File: config.mk
export PLATFORM = sky130hd
export DESIGN_NAME = bubble_page_buffer_ctrl
export DESIGN_NICKNAME = d
export VERILOG_FILES = /design/src/rtl/bubble_page_buffer_ctrl.sv
export SDC_FILE = /design/constraint.sdc
export NUM_CORES = 1
export LEC_CHECK = 0
export ABC_AREA = 0
export BUFFER_PORTS_ARGS = -buffer_cell sky130_fd_sc_hd__clkbuf_2
export CAP_MARGIN = 20
export CORE_MARGIN = 4
export CORE_UTILIZATION = 46
export CTS_BUF_LIST = sky130_fd_sc_hd__clkbuf_4 sky130_fd_sc_hd__clkbuf_8 sky130_fd_sc_hd__clkbuf_16
export DETAILED_ROUTE_END_ITERATION = 10
export PLACE_DENSITY = 0.78
export REMOVE_ABC_BUFFERS = 1
export SYNTH_ARGS = -nofsm -noshare
export SYNTH_HDL_FRONTEND = slang
export SYNTH_SLANG_ARGS = --single-unit
File: constraint.sdc
create_clock -name MCLK -period 1.79 [get_ports MCLK]
set_input_delay 0.0895 -clock MCLK [delete_from_list [all_inputs] [get_ports MCLK]]
set_output_delay 0.0895 -clock MCLK [all_outputs]
set_load 0.1 [all_outputs]
File: src/rtl/bubble_page_buffer_ctrl.sv
// Ping-pong controller for two external 1024x1 page RAM banks: a serial loader fills one bank
// while the bubble streamer drains the other. Optional macro PGBUF_STATS_EN adds UNDERRUN_CNT.
module bubble_page_buffer_ctrl #(
    parameter int PAGE_LEN = 1024
) (
    input  logic       MCLK,
    input  logic       RST,
    input  logic       FLUSH,
    output logic       LD_REQ,
    input  logic       LD_VALID,
    input  logic       LD_BIT,
    output logic       LD_PAGE_DONE,
    input  logic       RD_TICK,
    output logic       RD_VALID,
    output logic       RD_BIT,
    output logic       RD_PAGE_DONE,
    output logic       UNDERRUN,
    output logic       PAGE_RDY,
    output logic [9:0] WRADDR,
    output logic [9:0] RDADDR,
    output logic       DIN,
    output logic       nWE,
    output logic       nWRCLKEN0,
    output logic       nWRCLKEN1,
    output logic       nRDCLKEN0,
    output logic       nRDCLKEN1,
    input  logic       DOUT0,
    input  logic       DOUT1
`ifdef PGBUF_STATS_EN
    ,
    output logic [7:0] UNDERRUN_CNT
`endif
);

    localparam logic [9:0] LAST_ADDR = 10'(PAGE_LEN - 1);

    typedef enum logic [1:0] {
        BANK_EMPTY,
        BANK_FILLING,
        BANK_FULL,
        BANK_DRAINING
    } bank_state_t;

    logic       wsel_reg;
    logic       rsel_reg;
    logic [9:0] wptr_reg;
    logic [9:0] rptr_reg;
    logic       ld_page_done_reg;
    logic       rd_valid_reg;
    logic       rd_bit_reg;
    logic       rd_page_done_reg;
    logic       underrun_reg;

    logic       clear;
    logic       wr_accept;
    logic       rd_readable;
    logic       rd_access;
    logic       wr_last;
    logic       rd_last;
    logic [1:0] bank_is_filling;
    logic [1:0] bank_is_readable;
    logic [1:0] wr_clken_n;
    logic [1:0] rd_clken_n;
    logic [1:0] dout_vec;

    assign clear       = RST | FLUSH;
    assign dout_vec    = {DOUT1, DOUT0};
    assign LD_REQ      = bank_is_filling[wsel_reg];
    assign rd_readable = bank_is_readable[rsel_reg];
    // FLUSH/RST suppress all RAM traffic in the cycle they are asserted.
    assign wr_accept   = LD_REQ & LD_VALID & ~clear;
    assign rd_access   = RD_TICK & rd_readable & ~clear;
    assign wr_last     = (wptr_reg == LAST_ADDR);
    assign rd_last     = (rptr_reg == LAST_ADDR);

    genvar gi;
    generate
        for (gi = 0; gi < 2; gi++) begin : g_bank
            bank_state_t state_reg;
            logic        wr_sel;
            logic        rd_sel;

            assign wr_sel               = (wsel_reg == 1'(gi));
            assign rd_sel               = (rsel_reg == 1'(gi));
            assign bank_is_filling[gi]  = (state_reg == BANK_FILLING);
            assign bank_is_readable[gi] = (state_reg == BANK_FULL) || (state_reg == BANK_DRAINING);
            assign wr_clken_n[gi]       = ~(wr_accept & wr_sel);
            assign rd_clken_n[gi]       = ~(rd_access & rd_sel);

            always_ff @(posedge MCLK) begin
                if (clear) begin
                    state_reg <= BANK_EMPTY;
                end else begin
                    case (state_reg)
                        BANK_EMPTY: begin
                            if (wr_sel) state_reg <= BANK_FILLING;
                        end
                        BANK_FILLING: begin
                            if (wr_accept && wr_sel && wr_last) state_reg <= BANK_FULL;
                        end
                        BANK_FULL, BANK_DRAINING: begin
                            if (rd_access && rd_sel)
                                state_reg <= rd_last ? BANK_EMPTY : BANK_DRAINING;
                        end
                        default: state_reg <= BANK_EMPTY;
                    endcase
                end
            end
        end
    endgenerate

    always_ff @(posedge MCLK) begin
        if (clear) begin
            wsel_reg         <= 1'b0;
            rsel_reg         <= 1'b0;
            wptr_reg         <= '0;
            rptr_reg         <= '0;
            ld_page_done_reg <= 1'b0;
            rd_valid_reg     <= 1'b0;
            rd_bit_reg       <= 1'b0;
            rd_page_done_reg <= 1'b0;
            underrun_reg     <= 1'b0;
        end else begin
            ld_page_done_reg <= wr_accept & wr_last;
            rd_valid_reg     <= rd_access;
            rd_page_done_reg <= rd_access & rd_last;
            underrun_reg     <= RD_TICK & ~rd_readable;
            if (wr_accept) begin
                if (wr_last) begin
                    wptr_reg <= '0;
                    wsel_reg <= ~wsel_reg;
                end else begin
                    wptr_reg <= wptr_reg + 10'd1;
                end
            end
            // The bank captured on the falling edge of this cycle, so DOUT is stable here.
            if (rd_access) begin
                rd_bit_reg <= dout_vec[rsel_reg];
                if (rd_last) begin
                    rptr_reg <= '0;
                    rsel_reg <= ~rsel_reg;
                end else begin
                    rptr_reg <= rptr_reg + 10'd1;
                end
            end
        end
    end

`ifdef PGBUF_STATS_EN
    logic [7:0] underrun_cnt_reg;

    always_ff @(posedge MCLK) begin
        if (clear) begin
            underrun_cnt_reg <= '0;
        end else if (underrun_reg && (underrun_cnt_reg != 8'hFF)) begin
            underrun_cnt_reg <= underrun_cnt_reg + 8'd1;
        end
    end

    assign UNDERRUN_CNT = underrun_cnt_reg;
`endif

    assign LD_PAGE_DONE = ld_page_done_reg;
    assign RD_VALID     = rd_valid_reg;
    assign RD_BIT       = rd_bit_reg;
    assign RD_PAGE_DONE = rd_page_done_reg;
    assign UNDERRUN     = underrun_reg;
    assign PAGE_RDY     = |bank_is_readable;
    assign WRADDR       = wptr_reg;
    assign RDADDR       = rptr_reg;
    assign DIN          = wr_accept & LD_BIT;
    assign nWE          = ~wr_accept;
    assign nWRCLKEN0    = wr_clken_n[0];
    assign nWRCLKEN1    = wr_clken_n[1];
    assign nRDCLKEN0    = rd_clken_n[0];
    assign nRDCLKEN1    = rd_clken_n[1];

endmodule

* Word-level counts from Yosys, hierarchy flattened
Cells that the tools add are included.
Storage, ports and cells: flip-flop bits (word level) 31, input port bits 8, output and inout bits 33, logic and storage cells 85
Cells by class: $add $sub $neg 2, order comparisons 2, equality and inequality tests 14, mux-type cells 17, bitwise logic cells 22, reductions and logical operators 17
Operators by type and width (count):
- $add 10x1->10 const B | 2
- $eq 10x10->1 const B | 2
- $mux 10 | 2
- $mux 2 | 7
- $and 1x1->1 | 12
- $pmux 2 s3 | 2
- $not 1->1 | 9
- $eq 2x2->1 const B | 4
- $ne 2x2->1 const B | 4
- $logic_and 1x1->1 | 6
- $mux 1 | 6
- $reduce_and 3->1 | 2
- $reduce_or 2->1 | 3
- $eq 2x1->1 const B | 2
- $logic_not 2->1 | 2
- $lt 1x2->1 const B | 2
- $ne 2x1->1 const B | 2
- $reduce_and 2->1 | 2
- $logic_or 1x1->1 | 2
- $or 1x1->1 | 1

* Depth between registers and ports, before layout
Gate-level depths: netlist of the first run.
word-level depth 9, mapped depth 6, gate-level depth less buffers 5

* Least setup slack after synthesis of the first run
OpenSTA, ideal clock, no wires.
path type register to register, from reg wptr_reg[0], in the netlist WRADDR[0], to reg wsel_reg, in the netlist g_bank[1].wr_sel, setup time 0.116 ns, arrival time 2.202 ns, required time 1.674 ns, slack -0.528 ns, stages on the path, launching flop included 6, buffers on the path 0, period minus slack after synthesis 2.318 ns, path through dfxtp_1 ha_1 and2_1 o2111ai_1 or2_2 a31o_2
Between the ends: word-level cells in the longest chain between the ends 2
Ends and longest elaborated chain:
- start: declaration | line 46 | logic [9:0] wptr_reg;
- start signal: assignment | line 133 | wptr_reg <= wptr_reg + 10'd1;
- $eq 10x10->1 | line 73 | assign wr_last = (wptr_reg == LAST_ADDR);
- $reduce_and 2->1 (no source line)
- end signal: assignment | line 131 | wsel_reg <= ~wsel_reg;
- end: declaration | line 44 | logic wsel_reg;
No other way between the ends. A chain may end at the register's enable or synchronous reset.

* Final worst setup path of the first run
from reg g_bank[0].state_reg[1], to out nWRCLKEN0
Between the ends: word-level cells in the longest chain between the ends 7
Ends and longest elaborated chain:
- start: declaration | line 79 | bank_state_t state_reg;
- start signal: assignment | line 103 | state_reg <= rd_last ? BANK_EMPTY : BANK_DRAINING;
- $eq 2x1->1 | line 85 | assign bank_is_filling[gi] = (state_reg == BANK_FILLING);
- $mux 1 (not written as such) (2 in a row) | line 68 | assign LD_REQ = bank_is_filling[wsel_reg];
- $and 1x1->1 (2 in a row) | line 71 | assign wr_accept = LD_REQ & LD_VALID & ~clear;
- $and 1x1->1 | line 87 | assign wr_clken_n[gi] = ~(wr_accept & wr_sel);
- $not 1->1 | line 87
- end: declaration | line 23 | output logic nWRCLKEN0,
No other way between the ends. The select of a mux whose other input is x is not followed.

==> results of run 1 <==
-- worst reg2reg max path: stages (launching register included) --
cell and delay (ns):
dfxtp_2 0.33, buf_4 0.12, buf_4 0.14, and4bb_2 0.35, o2111ai_2 0.17, or2_4 0.29
a31o_2 0.25
-- synthesized netlist by cell type, drive strengths merged --
| master | n |
|---|---|
| a2111oi | 1 |
| a211oi | 1 |
| a21oi | 10 |
| a22oi | 1 |
| a31o | 1 |
| a31oi | 1 |
| and2 | 2 |
| and3 | 3 |
| and4 | 2 |
| and4b | 1 |
| and4bb | 1 |
| buf | 1 |
| clkbuf | 4 |
| dfxtp | 31 |
| ha | 2 |
| inv | 7 |
| mux2 | 1 |
| mux2i | 2 |
| nand2 | 14 |
| nand3 | 9 |
| nand3b | 2 |
| nand4 | 2 |
| nor2 | 20 |
| nor2b | 1 |
| nor3 | 7 |
| nor3b | 3 |
| nor4 | 5 |
| nor4b | 1 |
| o2111ai | 1 |
| o211ai | 1 |
| o21ai | 6 |
| o31ai | 3 |
| o32ai | 2 |
| o41ai | 1 |
| or2 | 3 |
| or3 | 3 |
| or3b | 3 |
| or4 | 3 |
| or4b | 1 |
| xnor2 | 9 |
| xor2 | 2 |
-- cell families after synthesis --
family / count (synthesis) / synth area share
and+or+nand+nor: 86 / 0.316
DFF: 31 / 0.416
AOI/OAI and AO/OA: 29 / 0.131
buffers and inverters: 12 / 0.0352
xor gates and xnor gates: 11 / 0.0645
muxes: 3 / 0.0210
adders and majority gates: 2 / 0.0168
-- final cells by class --
type / instances / area (µm²) / share of cell area
sequential: 31 / 624 / 0.304
inverter: 7 / 28.8 / 0.0140
timing repair buffer: 61 / 455 / 0.221
multi-input combinational: 131 / 848 / 0.412
clock buffer: 6 / 45.0 / 0.0219
tap: 44 / 55.1 / 0.0268
-- power by group --
part	internal, µW	switching, µW	total (µW)	leakage, µW
combinational	33.9	58.7	92.6	0.000526
sequential	691	0.976	692	0.000251
clock	154	233	387	0.0000276
total	880	293	1170	0.000805
-- timing repair --
action,CTS,global route
resized for setup,8,6
pin swaps,2,1
setup buffers,3,1
hold buffers,0,0
setup endpoints to repair,3,9
-- routing by layer --
metal  global-route usage  routed length (µm)  vias to the layer above
met1                0.248                1780                      707
met4               0.0712                  75                        0
met3               0.0572                 242                        6
met5                    0                   0                        -
met2                0.291                1840                       40
li1                     -                   -                      758
-- worst min path at each step --
stage | start | endpoint | slack (ns) | cells after the start
3_3_place_gp | DOUT1 | RD_BIT | 0.40 | 3
4_1_cts | DOUT1 | RD_BIT | 0.06 | 3
2_1_floorplan | DOUT1 | RD_BIT | 0.29 | 2
5_1_grt | DOUT1 | RD_BIT | 0.06 | 3
6_report | DOUT1 | RD_BIT | 0.05 | 3
3_5_place_dp | DOUT1 | RD_BIT | 0.41 | 3
-- per-stage QoR --
stage / setup TNS, ns / worst slack (ns) / std cells / util
after CTS: -0.0655 / -0.0655 / 279 / 0.659
final: -0.108 / -0.0711 / 280 / 0.668
after detailed placement: 0 / 0.0351 / 270 / 0.630
after global routing: -0.279 / -0.130 / 280 / 0.668
after global placement: 0 / 0.0736 / 270 / 0.630
after floorplan: -8.35 / -0.528 / 169 / -
==> impl_metrics.toml, run 1 <==
[power_and_ir_drop]
finalPower_uw = 1170
powerDensity_nw_per_um2 = 570
peakVddDrop_mv = 0.292
leakage_uw = 0.000805

[timing]
fmax_ghz = 0.537
final_hold_viol_count = 0
post-route-period-util = 1.04
fin_worst_skew_ns = 0.00562
slew_viol_final = 0
finalWorstSetupSlack_ns = -0.0711
fin_crit_ns = 1.86
worstMarginPinSlew_ns = 0.545
setup_violations = 2
whs_ns = 0.0456
relSlewSlack = 0.638
rsz0062_at_grt = "yes"

[setup_path]
crit_chain = "or3b_4, buf_6, or3_4, buf_12"
crit_family = "simple AND/OR/NAND/NOR gates"
path_buf_inv = 2
cp.arrival_ns = 1.77
reg2reg_slack_ns = 0.04
reg2reg_to = "g_bank[1].wr_sel"
critPathRequiredTime_ns = 1.70
worst_setup_path_end_kind = "output port"
critPathMaxFanout = 3
worstSetupEndpoint = "nWRCLKEN0"
crit_slowest_cell = "or3b_4"
r2r-start = "g_bank[0].state_reg[1]"
cp_num_cells = 4
critPathLaunchType = "flip-flop"
slowest_delay_ns = 0.42
startpoint = "g_bank[0].state_reg[1]"
ff2ff_path_depth = 6
crit_type = "reg -> out"

[clocking]
ctsLongestPathBuffers = 2
cts-root-buf = "clkbuf_4"
clock_latency_ns = 0.34
cts_sinks = 31
path_clk_slew_ns = 0.09
cts_buffers = 5
cts_tree = "done"
cts_max_level = 2

[synthesis]
synthTopCellsByArea = "dfxtp_1 42%, xnor2_1 5.3%, nor2_1 5.0%"
avgSynthCellArea_um2 = 8.58
yosysUniqueCellTypes = 44
ys_warn_count = 0
seq_area_frac_synth = 0.416
syn_inst = 174
synth_top_area_cell = "dfxtp_1"
ys_ff_latch = 31
synth_area_um2 = 1490
synth_top_area_frac = 0.416

[detailed_routing]
drtIter0Drc = 67
vias_per_cell = 5.40
routedWlPerCell_um = 14.0
num_vias = 1511
drt_pass1_iterations = 4
wirelength_um = 3930
antenna_left = 0
drc = 0

[die]
core_area_um2 = 3080
start_util = 0.485
dieWidth_um = 65.0
pin_count = 41
die-area_um2 = 4220
dieHeight_um = 65.0
num_rows = 20

[layout]
layout_commonest_cell = "clkbuf_2"
area_growth_pct = 37.8
fill_cells = 257
mostFrequentLayoutCells = "34 x clkbuf_2, 28 x dfxtp_1, 20 x nor2_1, 19 x buf_4, 12 x nand2_1"
fin_area_um2 = 2060
nNetsFinal = 247
n_antenna_cell = 0
drive_gt1_frac = 0.369

[outcome]
violations = "negative setup slack"
status = "complete, but fails checks"

[global_route]
grt_pass1_wl_um = 6180
overflow = 0
grt_pass1_vias = 1370
antenna_found_initial = 0
grt_max_degree = 19
track_usage = 0.189

[placement]
dp_hpwl_um = 2720
place_congestion = 0.843
port_buffers = 40
place_area_um2 = 1940

[job]
drv_cap = 0

[worst_hold_path]
hp-class = "in -> reg"
Power figures use the tool's default switching activity.
==> run 2: changes to the inputs <==
--- a/config.mk
+++ b/config.mk
@@ -12,6 +12,7 @@
 export CORE_UTILIZATION = 46
 export CTS_BUF_LIST = sky130_fd_sc_hd__clkbuf_4 sky130_fd_sc_hd__clkbuf_8 sky130_fd_sc_hd__clkbuf_16
 export DETAILED_ROUTE_END_ITERATION = 10
+export MAX_ROUTING_LAYER = met4
 export PLACE_DENSITY = 0.78
 export REMOVE_ABC_BUFFERS = 1
 export SYNTH_ARGS = -nofsm -noshare
==> constraint.sdc (replaced) <==
create_clock -name MCLK -period 1.79 [get_ports MCLK]
set_input_delay 0.2685 -clock MCLK [delete_from_list [all_inputs] [get_ports MCLK]]
set_output_delay 0.2685 -clock MCLK [all_outputs]
set_load 0.1 [all_outputs]
==> impl_metrics.toml, run 2 (synthesis gave the netlist of run 1 again) <==
[clocking]
cts_buffers = 5
cts_hold_buf = 0
path_clk_slew_ns = 0.09
cts_max_level = 2
cts-root-buf = "clkbuf_4"
cts_tree = "done"
cts_sinks = 31
clock_latency_ns = 0.34
ctsLongestPathBuffers = 2

[setup_path]
slowest_delay_ns = 0.43
crit_slowest_cell = "or3b_4"
cp.arrival_ns = 1.69
r2r-start = "g_bank[1].wr_sel"
critPathLaunchType = "flip-flop"
crit_type = "reg -> out"
ff2ff_path_depth = 6
reg2reg_to = "WRADDR[3]"
critPathMaxFanout = 4
worst_setup_path_end_kind = "output port"
critPathRequiredTime_ns = 1.52
reg2reg_slack_ns = 0.01
crit_chain = "or3b_4, a21oi_4, buf_6, and2_4, buf_12"

[global_route]
grt_pass1_wl_um = 6820
overflow = 0
antenna_found_initial = 0
grt_max_degree = 19
grt_pass1_vias = 1503
track_usage = 0.217

[die]
start_util = 0.485
dieWidth_um = 65.0
dieHeight_um = 65.0
num_rows = 20
pin_count = 41
die-area_um2 = 4220
core_area_um2 = 3080

[timing]
whs_ns = 0.260
setup_violations = 5
fin_worst_skew_ns = 0.0149
worstMarginPinSlew_ns = 0.550
slew_viol_final = 0
post-route-period-util = 1.09
finalWorstSetupSlack_ns = -0.170
fmax_ghz = 0.510
relSlewSlack = 0.635
fin_crit_ns = 1.96
rsz0062_at_grt = "yes"
final_hold_viol_count = 0

[placement]
place_congestion = 0.872
port_buffers = 40
dp_hpwl_um = 2980

[outcome]
status = "complete, but fails checks"
violations = "negative setup slack"

[layout]
fill_cells = 245
drive_gt1_frac = 0.398
mostFrequentLayoutCells = "33 x clkbuf_2, 29 x dfxtp_1, 25 x buf_4, 20 x nor2_1, 12 x nand2_1"
layout_commonest_cell = "clkbuf_2"
nNetsFinal = 255
n_antenna_cell = 0
finish.utilization = 0.702
area_growth_pct = 44.8

[detailed_routing]
routedWlPerCell_um = 14.4
antenna_left = 0
vias_per_cell = 5.40
wirelength_um = 4170
num_vias = 1567
drt_pass1_iterations = 4
drc = 0
drtIter0Drc = 102

[job]
drv_cap = 0

[worst_hold_path]
worstHoldPathCells = 3
hp-class = "in -> reg"
holdCritStartpoint = "DOUT1"
min_to = "RD_BIT"

[power_and_ir_drop]
peakVddDrop_mv = 0.456
leakage_uw = 0.000861
powerDensity_nw_per_um2 = 561
## run 2: cell count changes in the layout (fill, tap and decap cells not counted), sizes merged
cell / previous run / this run
buf: 27 / 36
clkinv: 0 / 1
## run 2: timing repair
item                                    CTS  global route
buffers inserted                          1             3
gates cloned                              0             0
pin swaps                                 3             5
resized for setup                         6            11
endpoints found under the setup margin    5            11
## run 2: layer usage
metal | part of all wire | vias up | track usage
met5 | 0 | - | -
met4 | 0.022 | 0 | 0.137
met3 | 0.061 | 7 | 0.0520
met2 | 0.49 | 55 | 0.327
met1 | 0.42 | 732 | 0.258
li1 | - | 773 | -
## run 2: layout make-up
cell class,count,area [µm²],share of cell area
clock inverters,1,5.00,0.00232
inverters,7,26.3,0.0122
flip-flops and latches,31,623,0.288
clock buffers,7,52.6,0.0243
repair buffers,69,538,0.249
multi-input cells,131,861,0.398
well taps,44,55.1,0.0255
## run 2: report_power, final
group          internal [µW]  total (µW)  switching [µW]  leakage, µW
Clock                    183         420             237    0.0000361
Sequential               692         692           0.775     0.000251
Combinational           39.9         100            60.5     0.000574
Total                    915        1210             298     0.000861
## run 2: critical path, delay by kind of cell, from the launching register on
family | cells | cell delay (ns)
flops | 1 | 0.33
compound gates | 1 | 0.16
buf+inv | 2 | 0.29
simple gates | 2 | 0.58
## run 2: per-stage QoR
step / instances / TNS [ns] / total power, µW / instance area, µm² / worst slack [ns]
after global placement: 278 / -0.0512 / 798 / 2010 / -0.0242
after detailed placement: 278 / -0.156 / 799 / 2010 / -0.0789
final: 290 / -0.571 / 1210 / 2160 / -0.170
after floorplan: 169 / -8.72 / 756 / 1470 / -0.528
after global routing: 290 / -1.03 / 1260 / 2160 / -0.255
after CTS: 287 / -0.598 / 1220 / 2100 / -0.181
## run 2: worst max-delay path by stage
stage                          start  slack, ns          endpoint
floorplan                  WRADDR[0]      -0.53  g_bank[1].wr_sel
global placement               FLUSH      -0.02         WRADDR[3]
global route        g_bank[1].wr_sel      -0.26               DIN
CTS                 g_bank[1].wr_sel      -0.18               DIN
detailed placement             FLUSH      -0.08         WRADDR[3]
finish              g_bank[1].wr_sel      -0.17               DIN
==> run 3: changes to the inputs <==
--- a/config.mk
+++ b/config.mk
@@ -9,11 +9,11 @@
 export BUFFER_PORTS_ARGS = -buffer_cell sky130_fd_sc_hd__clkbuf_2
 export CAP_MARGIN = 20
 export CORE_MARGIN = 4
-export CORE_UTILIZATION = 46
+export CORE_UTILIZATION = 45
 export CTS_BUF_LIST = sky130_fd_sc_hd__clkbuf_4 sky130_fd_sc_hd__clkbuf_8 sky130_fd_sc_hd__clkbuf_16
 export DETAILED_ROUTE_END_ITERATION = 10
 export MAX_ROUTING_LAYER = met4
-export PLACE_DENSITY = 0.78
+export PLACE_DENSITY = 0.77
 export REMOVE_ABC_BUFFERS = 1
 export SYNTH_ARGS = -nofsm -noshare
 export SYNTH_HDL_FRONTEND = slang
==> impl_metrics.toml, run 3 (synthesis gave the netlist of run 1 again) <==
[layout]
fin_cells = 287
area_growth_pct = 44.5
drive_gt1_frac = 0.399
nNetsFinal = 254
layout_commonest_cell = "clkbuf_2"
fin_area_um2 = 2160
finish.utilization = 0.695
fill_cells = 251
n_antenna_cell = 0
mostFrequentLayoutCells = "33 x clkbuf_2, 30 x dfxtp_1, 25 x buf_4, 20 x nor2_1, 13 x nand2_1"

[timing]
worstMarginPinSlew_ns = 0.547
rsz0062_at_grt = "yes"
setup_violations = 4
fin_crit_ns = 1.95
fmax_ghz = 0.512
finalWorstSetupSlack_ns = -0.161
fin_worst_skew_ns = 0.00743
final_hold_viol_count = 0
post-route-period-util = 1.09
relSlewSlack = 0.637
slew_viol_final = 0

[detailed_routing]
drt_pass1_iterations = 4
routedWlPerCell_um = 14.1
antenna_left = 0
vias_per_cell = 5.45
drtIter0Drc = 115
drc = 0
wirelength_um = 4060
num_vias = 1565

[power_and_ir_drop]
leakage_uw = 0.000843
peakVddDrop_mv = 0.340
powerDensity_nw_per_um2 = 543

[placement]
port_buffers = 40
place_congestion = 0.866
numPlacedInstances = 275
place_area_um2 = 1990
dp_hpwl_um = 2880

[die]
num_rows = 20
dieHeight_um = 65.6
start_util = 0.481
pin_count = 41
dieWidth_um = 65.6
core_area_um2 = 3100
die-area_um2 = 4300

[clocking]
path_clk_slew_ns = 0.09
cts_hold_buf = 0
cts_tree = "done"
cts_buffers = 5
cts-root-buf = "clkbuf_4"
clock_latency_ns = 0.34
ctsLongestPathBuffers = 2
cts_sinks = 31
cts_max_level = 2

[outcome]
status = "complete, but fails checks"
violations = "negative setup slack"

[setup_path]
crit_chain = "or3b_4, a21oi_4, buf_6, and2_4, buf_12"
slowest_delay_ns = 0.43
critPathRequiredTime_ns = 1.52
worst_setup_path_end_kind = "output port"
critPathMaxFanout = 4
crit_type = "reg -> out"
cp.arrival_ns = 1.68
critPathLaunchType = "flip-flop"
crit_slowest_cell = "or3b_4"

[global_route]
overflow = 0
grt_pass1_vias = 1473
track_usage = 0.204
antenna_found_initial = 0
grt_pass1_wl_um = 6600
grt_max_degree = 19

[worst_hold_path]
hp-class = "in -> reg"

[job]
drv_cap = 0
==> run 3: per-stage QoR <==
step	setup TNS [ns]	total power [µW]	hold WS (ns)	worst slack [ns]
final	-0.488	1170	0.231	-0.161
after global routing	-0.757	1210	0.230	-0.206
after CTS	-0.459	1170	0.229	-0.157
after detailed placement	-0.162	797	0.446	-0.0530
after global placement	-0.0253	796	0.438	-0.0137
after floorplan	-8.72	756	0.470	-0.528
==> run 3: repair_timing <==
| action | 4_1_cts | 5_1_grt |
|---|---|---|
| setup endpoints to repair | 9 | 11 |
| pin swaps | 6 | 5 |
| gates resized for setup | 9 | 10 |
| setup buffers | 6 | 0 |
| endpoints found under the hold margin | 0 | 0 |
==> run 3: area by class of cell <==
cell class                 count  area [µm²]  share of cell area
clock buffer                   6        45.0              0.0209
multi-input combinational    131         882               0.409
timing repair buffer          68         527               0.244
inverter                       7        26.3              0.0122
sequential                    31         622               0.288
tap                           44        55.1              0.0255
==> run 3: power breakdown <==
group          leakage (µW)  switching (µW)  internal (µW)
clock network     0.0000276             226            154
logic              0.000565            60.7           38.9
registers          0.000251           0.787            691
total              0.000843             288            885
==> run 3: path summary, 6_finish.rpt <==
kind,from,end,slack (ns),cells past startpoint
max,g_bank[0].state_reg[1],DIN,-0.16,5
min,DOUT1,RD_BIT,0.23,3
max reg2reg,g_bank[0].state_reg[1],WRADDR[5],0.01,6
min reg2reg,RD_BIT,RD_BIT,0.45,2
==> run 3: metal layers <==
layer / track usage / vias to the layer above / share of wire
li1: - / 775 / -
met1: 0.244 / 739 / 0.45
met2: 0.327 / 42 / 0.48
met3: 0.0530 / 9 / 0.057
met4: 0.0829 / 0 / 0.017
met5: - / - / 0
==> run 3: critical path, delay by kind of cell, from the launching register on <==
| kind | cells | cell delay [ns] |
|---|---|---|
| compound gates | 1 | 0.16 |
| buf+inv | 2 | 0.28 |
| flops | 1 | 0.33 |
| simple gates | 2 | 0.57 |
